<file path="src/rtl/muldiv_unit.sv">
// Iterative multiply/divide unit with architectural HI/LO registers.
// One multiply (shift-add) or restoring-divide step per cycle, then a sign-fix cycle.
module muldiv_unit #(
  parameter int WIDTH = 32
) (
  input  logic             clk,
  input  logic             reset,
  input  logic             start,
  input  logic [2:0]       op,
  input  logic [WIDTH-1:0] rs_data,
  input  logic [WIDTH-1:0] rt_data,
  input  logic             flush,
  output logic             busy,
  output logic             done,
  output logic [WIDTH-1:0] hi_out,
  output logic [WIDTH-1:0] lo_out
);

  localparam int CW = $clog2(WIDTH);

  typedef enum logic [1:0] {IDLE, RUN, FIX} state_t;

  state_t             state_reg, state_next;
  logic [CW-1:0]      cnt_reg, cnt_next;
  logic [2*WIDTH-1:0] acc_reg, acc_next;
  logic [WIDTH-1:0]   b_reg, b_next;
  logic [WIDTH-1:0]   dvd_reg, dvd_next;
  logic               is_div_reg, is_div_next;
  logic               neg_res_reg, neg_res_next;
  logic               neg_rem_reg, neg_rem_next;
  logic               div_zero_reg, div_zero_next;
  logic [WIDTH-1:0]   hi_reg, hi_next;
  logic [WIDTH-1:0]   lo_reg, lo_next;
  logic               done_reg, done_next;

  logic               sgn_op, a_neg, b_neg;
  logic [WIDTH-1:0]   a_abs, b_abs;
  logic [WIDTH:0]     mul_sum, div_shift, div_diff;
  logic [2*WIDTH-1:0] prod_fix;
  logic [WIDTH-1:0]   quo_fix, rem_fix;

  assign sgn_op = (op == 3'd0) || (op == 3'd2);
  assign a_neg  = sgn_op & rs_data[WIDTH-1];
  assign b_neg  = sgn_op & rt_data[WIDTH-1];
  assign a_abs  = a_neg ? -rs_data : rs_data;
  assign b_abs  = b_neg ? -rt_data : rt_data;

  // Upper half holds partial product / partial remainder; lower half holds multiplier / quotient bits.
  assign mul_sum   = {1'b0, acc_reg[2*WIDTH-1:WIDTH]} + (acc_reg[0] ? {1'b0, b_reg} : '0);
  assign div_shift = {acc_reg[2*WIDTH-1:WIDTH], acc_reg[WIDTH-1]};
  assign div_diff  = div_shift - {1'b0, b_reg};

  assign prod_fix = neg_res_reg ? -acc_reg : acc_reg;
  assign quo_fix  = neg_res_reg ? -acc_reg[WIDTH-1:0] : acc_reg[WIDTH-1:0];
  assign rem_fix  = neg_rem_reg ? -acc_reg[2*WIDTH-1:WIDTH] : acc_reg[2*WIDTH-1:WIDTH];

  always_comb begin
    state_next    = state_reg;
    cnt_next      = cnt_reg;
    acc_next      = acc_reg;
    b_next        = b_reg;
    dvd_next      = dvd_reg;
    is_div_next   = is_div_reg;
    neg_res_next  = neg_res_reg;
    neg_rem_next  = neg_rem_reg;
    div_zero_next = div_zero_reg;
    hi_next       = hi_reg;
    lo_next       = lo_reg;
    done_next     = 1'b0;
    case (state_reg)
      IDLE: begin
        if (start && !flush) begin
          if (op[2] == 1'b0) begin
            acc_next      = {{WIDTH{1'b0}}, a_abs};
            b_next        = b_abs;
            dvd_next      = rs_data;
            is_div_next   = op[1];
            neg_res_next  = a_neg ^ b_neg;
            neg_rem_next  = a_neg;
            div_zero_next = (rt_data == '0);
            cnt_next      = '0;
            state_next    = RUN;
          end else if (op == 3'd4) begin
            hi_next   = rs_data;
            done_next = 1'b1;
          end else if (op == 3'd5) begin
            lo_next   = rs_data;
            done_next = 1'b1;
          end
        end
      end
      RUN: begin
        if (flush) begin
          state_next = IDLE;
        end else begin
          if (is_div_reg) begin
            acc_next = div_diff[WIDTH] ? {div_shift[WIDTH-1:0], acc_reg[WIDTH-2:0], 1'b0}
                                       : {div_diff[WIDTH-1:0], acc_reg[WIDTH-2:0], 1'b1};
          end else begin
            acc_next = {mul_sum, acc_reg[WIDTH-1:1]};
          end
          cnt_next = cnt_reg + CW'(1);
          if (cnt_reg == CW'(WIDTH - 1)) state_next = FIX;
        end
      end
      FIX: begin
        state_next = IDLE;
        if (!flush) begin
          done_next = 1'b1;
          if (!is_div_reg) begin
            hi_next = prod_fix[2*WIDTH-1:WIDTH];
            lo_next = prod_fix[WIDTH-1:0];
          end else if (div_zero_reg) begin
            hi_next = dvd_reg;
            lo_next = '1;
          end else begin
            hi_next = rem_fix;
            lo_next = quo_fix;
          end
        end
      end
      default: state_next = IDLE;
    endcase
  end

  always_ff @(posedge clk or negedge reset) begin
    if (!reset) begin
      state_reg    <= IDLE;
      cnt_reg      <= '0;
      acc_reg      <= '0;
      b_reg        <= '0;
      dvd_reg      <= '0;
      is_div_reg   <= 1'b0;
      neg_res_reg  <= 1'b0;
      neg_rem_reg  <= 1'b0;
      div_zero_reg <= 1'b0;
      hi_reg       <= '0;
      lo_reg       <= '0;
      done_reg     <= 1'b0;
    end else begin
      state_reg    <= state_next;
      cnt_reg      <= cnt_next;
      acc_reg      <= acc_next;
      b_reg        <= b_next;
      dvd_reg      <= dvd_next;
      is_div_reg   <= is_div_next;
      neg_res_reg  <= neg_res_next;
      neg_rem_reg  <= neg_rem_next;
      div_zero_reg <= div_zero_next;
      hi_reg       <= hi_next;
      lo_reg       <= lo_next;
      done_reg     <= done_next;
    end
  end

  assign busy   = (state_reg != IDLE);
  assign done   = done_reg;
  assign hi_out = hi_reg;
  assign lo_out = lo_reg;

endmodule

</file>
<file path="config.mk">
export PLATFORM = sky130hd
export DESIGN_NAME = muldiv_unit
export DESIGN_NICKNAME = d
export VERILOG_FILES = /design/src/rtl/muldiv_unit.sv
export SDC_FILE = /design/constraint.sdc
export NUM_CORES = 1
export LEC_CHECK = 0
export CELL_PAD_IN_SITES_DETAIL_PLACEMENT = 1
export CELL_PAD_IN_SITES_GLOBAL_PLACEMENT = 1
export CORE_MARGIN = 3
export CORE_UTILIZATION = 25
export DETAILED_ROUTE_END_ITERATION = 8
export PLACE_DENSITY = 0.62
export SYNTH_ARGS = -nofsm -noshare
export SYNTH_HDL_FRONTEND = slang
export SYNTH_SLANG_ARGS = --single-unit
</file>
<file path="constraint.sdc">
create_clock -name clk -period 5 [get_ports clk]
set_clock_uncertainty 0.1 [all_clocks]
set_input_delay 1 -clock clk [delete_from_list [all_inputs] [get_ports clk]]
set_output_delay 1 -clock clk [all_outputs]
set_load 0.05 [all_outputs]
</file>
==> reports/summary.txt <==
count leader, synth = nand2_1
WP data required = 5.40 ns
Syn Inst Count = 2133
Pre-Repair DR Iteration Count = 5
Post-Syn Area = 16400 um^2
Worst Tran Pin Value = 1.11 ns
worst setup path class = register to register
Worst slew margin = 25.5%
status = complete, no violations
critical path arrival = 4.91 ns
fin crit share = 90.2%
placed insts = 3023
post-cts resize count = 0
port bufs = 136
grt ovf = 0
insertion delay to the later sink of the worst-skew pair = 0.59 ns
post-layout util = 30.3%
Worst Setup Start Kind = register
Area Overhead vs Synth = 19.7%
post-DP HPWL = 48700 um
most used cell, CP = a21oi_1
Distinct cells, synth = 77
# fillers = 7764
row count = 93
CP top delay family = compound AO/OA/AOI/OAI gates
Yosys top cell area share = 31.2%
IO Count = 137
Synth top cells by count = nand2_1, o21ai_0, dfrtp_1
drt via density = 5.28
static leakage = 8.33 nW
CTS Hold Buffers Added = 0
Syn Area/Cell = 7.67 um^2
chip height = 262 um
final worst path period need = 4.51 ns
die area = 68600 um^2
proportion of layout cells with a drive suffix above 1 = 5.82%
Vias = 16200
Max Freq = 222 MHz
Die Wd = 262 um
Finish-stage setup viols = 0
starting density of the core = 25.3%
Post-synth EDFFs = 0
clock-pin slew on the worst setup and hold paths = 0.06 ns
Synth area leaders = dfrtp_1, nand2_1, o21ai_0
final net count = 2341
vias in the first global route = 17300
DRT iter0 DRCs = 1094
Async SR Flop Fraction = 100%
WL/cell = 21.0 um
CP cell instances = inv_1, ha_1, fa_1, nand2b_1, a21oi_1, o21ai_0, a211oi_1, a21oi_1, or2_2, o211a_2, or3b_2, a21oi_1, a221o_1
VDD IR max = 0.000237 V
Layout Cells excl Fill = 3071
core area = 64600 um^2
initial antenna violation count = 1
Yosys reg bits = 204
post-route ant nets = 0
CTS tree = yes
Most used DFF post-synth = dfrtp_1
Clock Path Buffers = 3
count of pins over their slew limit = 0
Clock Sinks = 204
Post-Route WL = 64600 um
max reg flops = 64
CTS root buf = clkbuf_16
Yosys top cell by area = dfrtp_1
DRC violations left = 0
post-route setup TNS = 0 ns
Hold Vio Cnt, Final = 0
Hold WS = 0.373 ns
Synthesis Warnings = 0
ant diodes = 0
gr usage total = 18.6%
CP bufs+invs = 1
RSZ-0062 raised after global routing = false
slowest cell on the critical path = or3b_2
H-tree depth = 1
Mapped Nets = 2276
max incr delay on CP = 0.52 ns
type of the tightest min-delay check = register to register
Max Cap Violations = 0
Crit. End Element = register
RD Place Congestion = 0.903
sequential area share after synthesis = 31.2%
first-pass GRT wire length = 101000 um
PwrDens = 512 nW/um^2
largest net degree at the start of global routing = 116
Max FO, Critical Path = 15
setup bufs post-CTS = 0
CTS Buf Count = 28
[path summary, 6_finish.rpt]
check                            start          end  slack, ns  cells past startpoint
hold reg to reg             lo_out[23]   lo_out[23]       0.37                      2
min in group asynchronous        reset   acc_reg[8]       0.39                      1
setup reg to reg           acc_reg[31]  acc_reg[59]       0.49                     13
max in group asynchronous        reset   hi_out[26]       3.36                      2
hold / removal              lo_out[23]   lo_out[23]       0.37                      2
setup / recovery           acc_reg[31]  acc_reg[59]       0.49                     13
[power by group]
group / switching (mW) / internal [mW]
clock: 0.812 / 1.27
sequential: 0.601 / 2.04
combinational: 3.30 / 2.01
[logic make-up after synthesis]
group	after synthesis	share of synthesized area (%)
buf+inv	213	5.02
xor+xnor	174	9.31
fa+ha+maj	72	5.60
flops	204	31.2
simple gates	754	21.1
mux	49	3.01
compound gates	667	24.8
[per-stage QoR]
stage / setup slack (ns) / instance area, um^2 / total power, mW
6_report: 0.492 / 19600 / 10.0
5_1_grt: 0.238 / 19600 / 10.8
4_1_cts: 0.479 / 19600 / 10.1
3_5_place_dp: 0.535 / 18600 / 7.94
3_3_place_gp: 0.606 / 18600 / 7.82
2_1_floorplan: 1.26 / 16400 / 6.15
[layout by cell type (no fill, tap or decap), types with 29 or more instances in the layout]
cell type        count
a21o_1              29
a21oi_1            142
buf_4               44
clkdlybuf4s50_1    135
dfrtp_1            202
ha_1                70
inv_1               66
mux2i_1             47
nand2_1            352
nand3_1             37
nor2_1             149
nor3_1              41
o21ai_0            257
o22ai_1             40
or3_1               29
xnor2_1             94
xor2_1              80
[layout make-up]
cell class                 instances  area [um^2]  share of cell area, %
clock inverter                     8          145                  0.741
tap                              855         1070                   5.46
clock buffer                      40          806                   4.11
sequential                       204         5110                   26.1
inverter                          66          248                   1.26
timing repair buffer             182         1740                   8.87
multi-input combinational       1716        10500                   53.5
[worst min-delay path, cell delays in order (launching register included)]
cell,delay [ns]
dfrtp_1,0.33
nand2_1,0.05
o21ai_0,0.06
[per-layer routing]
metal	GRT usage (%)	up-vias	wire length [um]
met5	0	-	13
met4	5.81	2	2130
met3	2.60	112	3110
met2	30.4	397	29000
met1	25.5	7986	30400
li1	-	7719	-
Note: power is estimated with default switching activity, not from simulation.
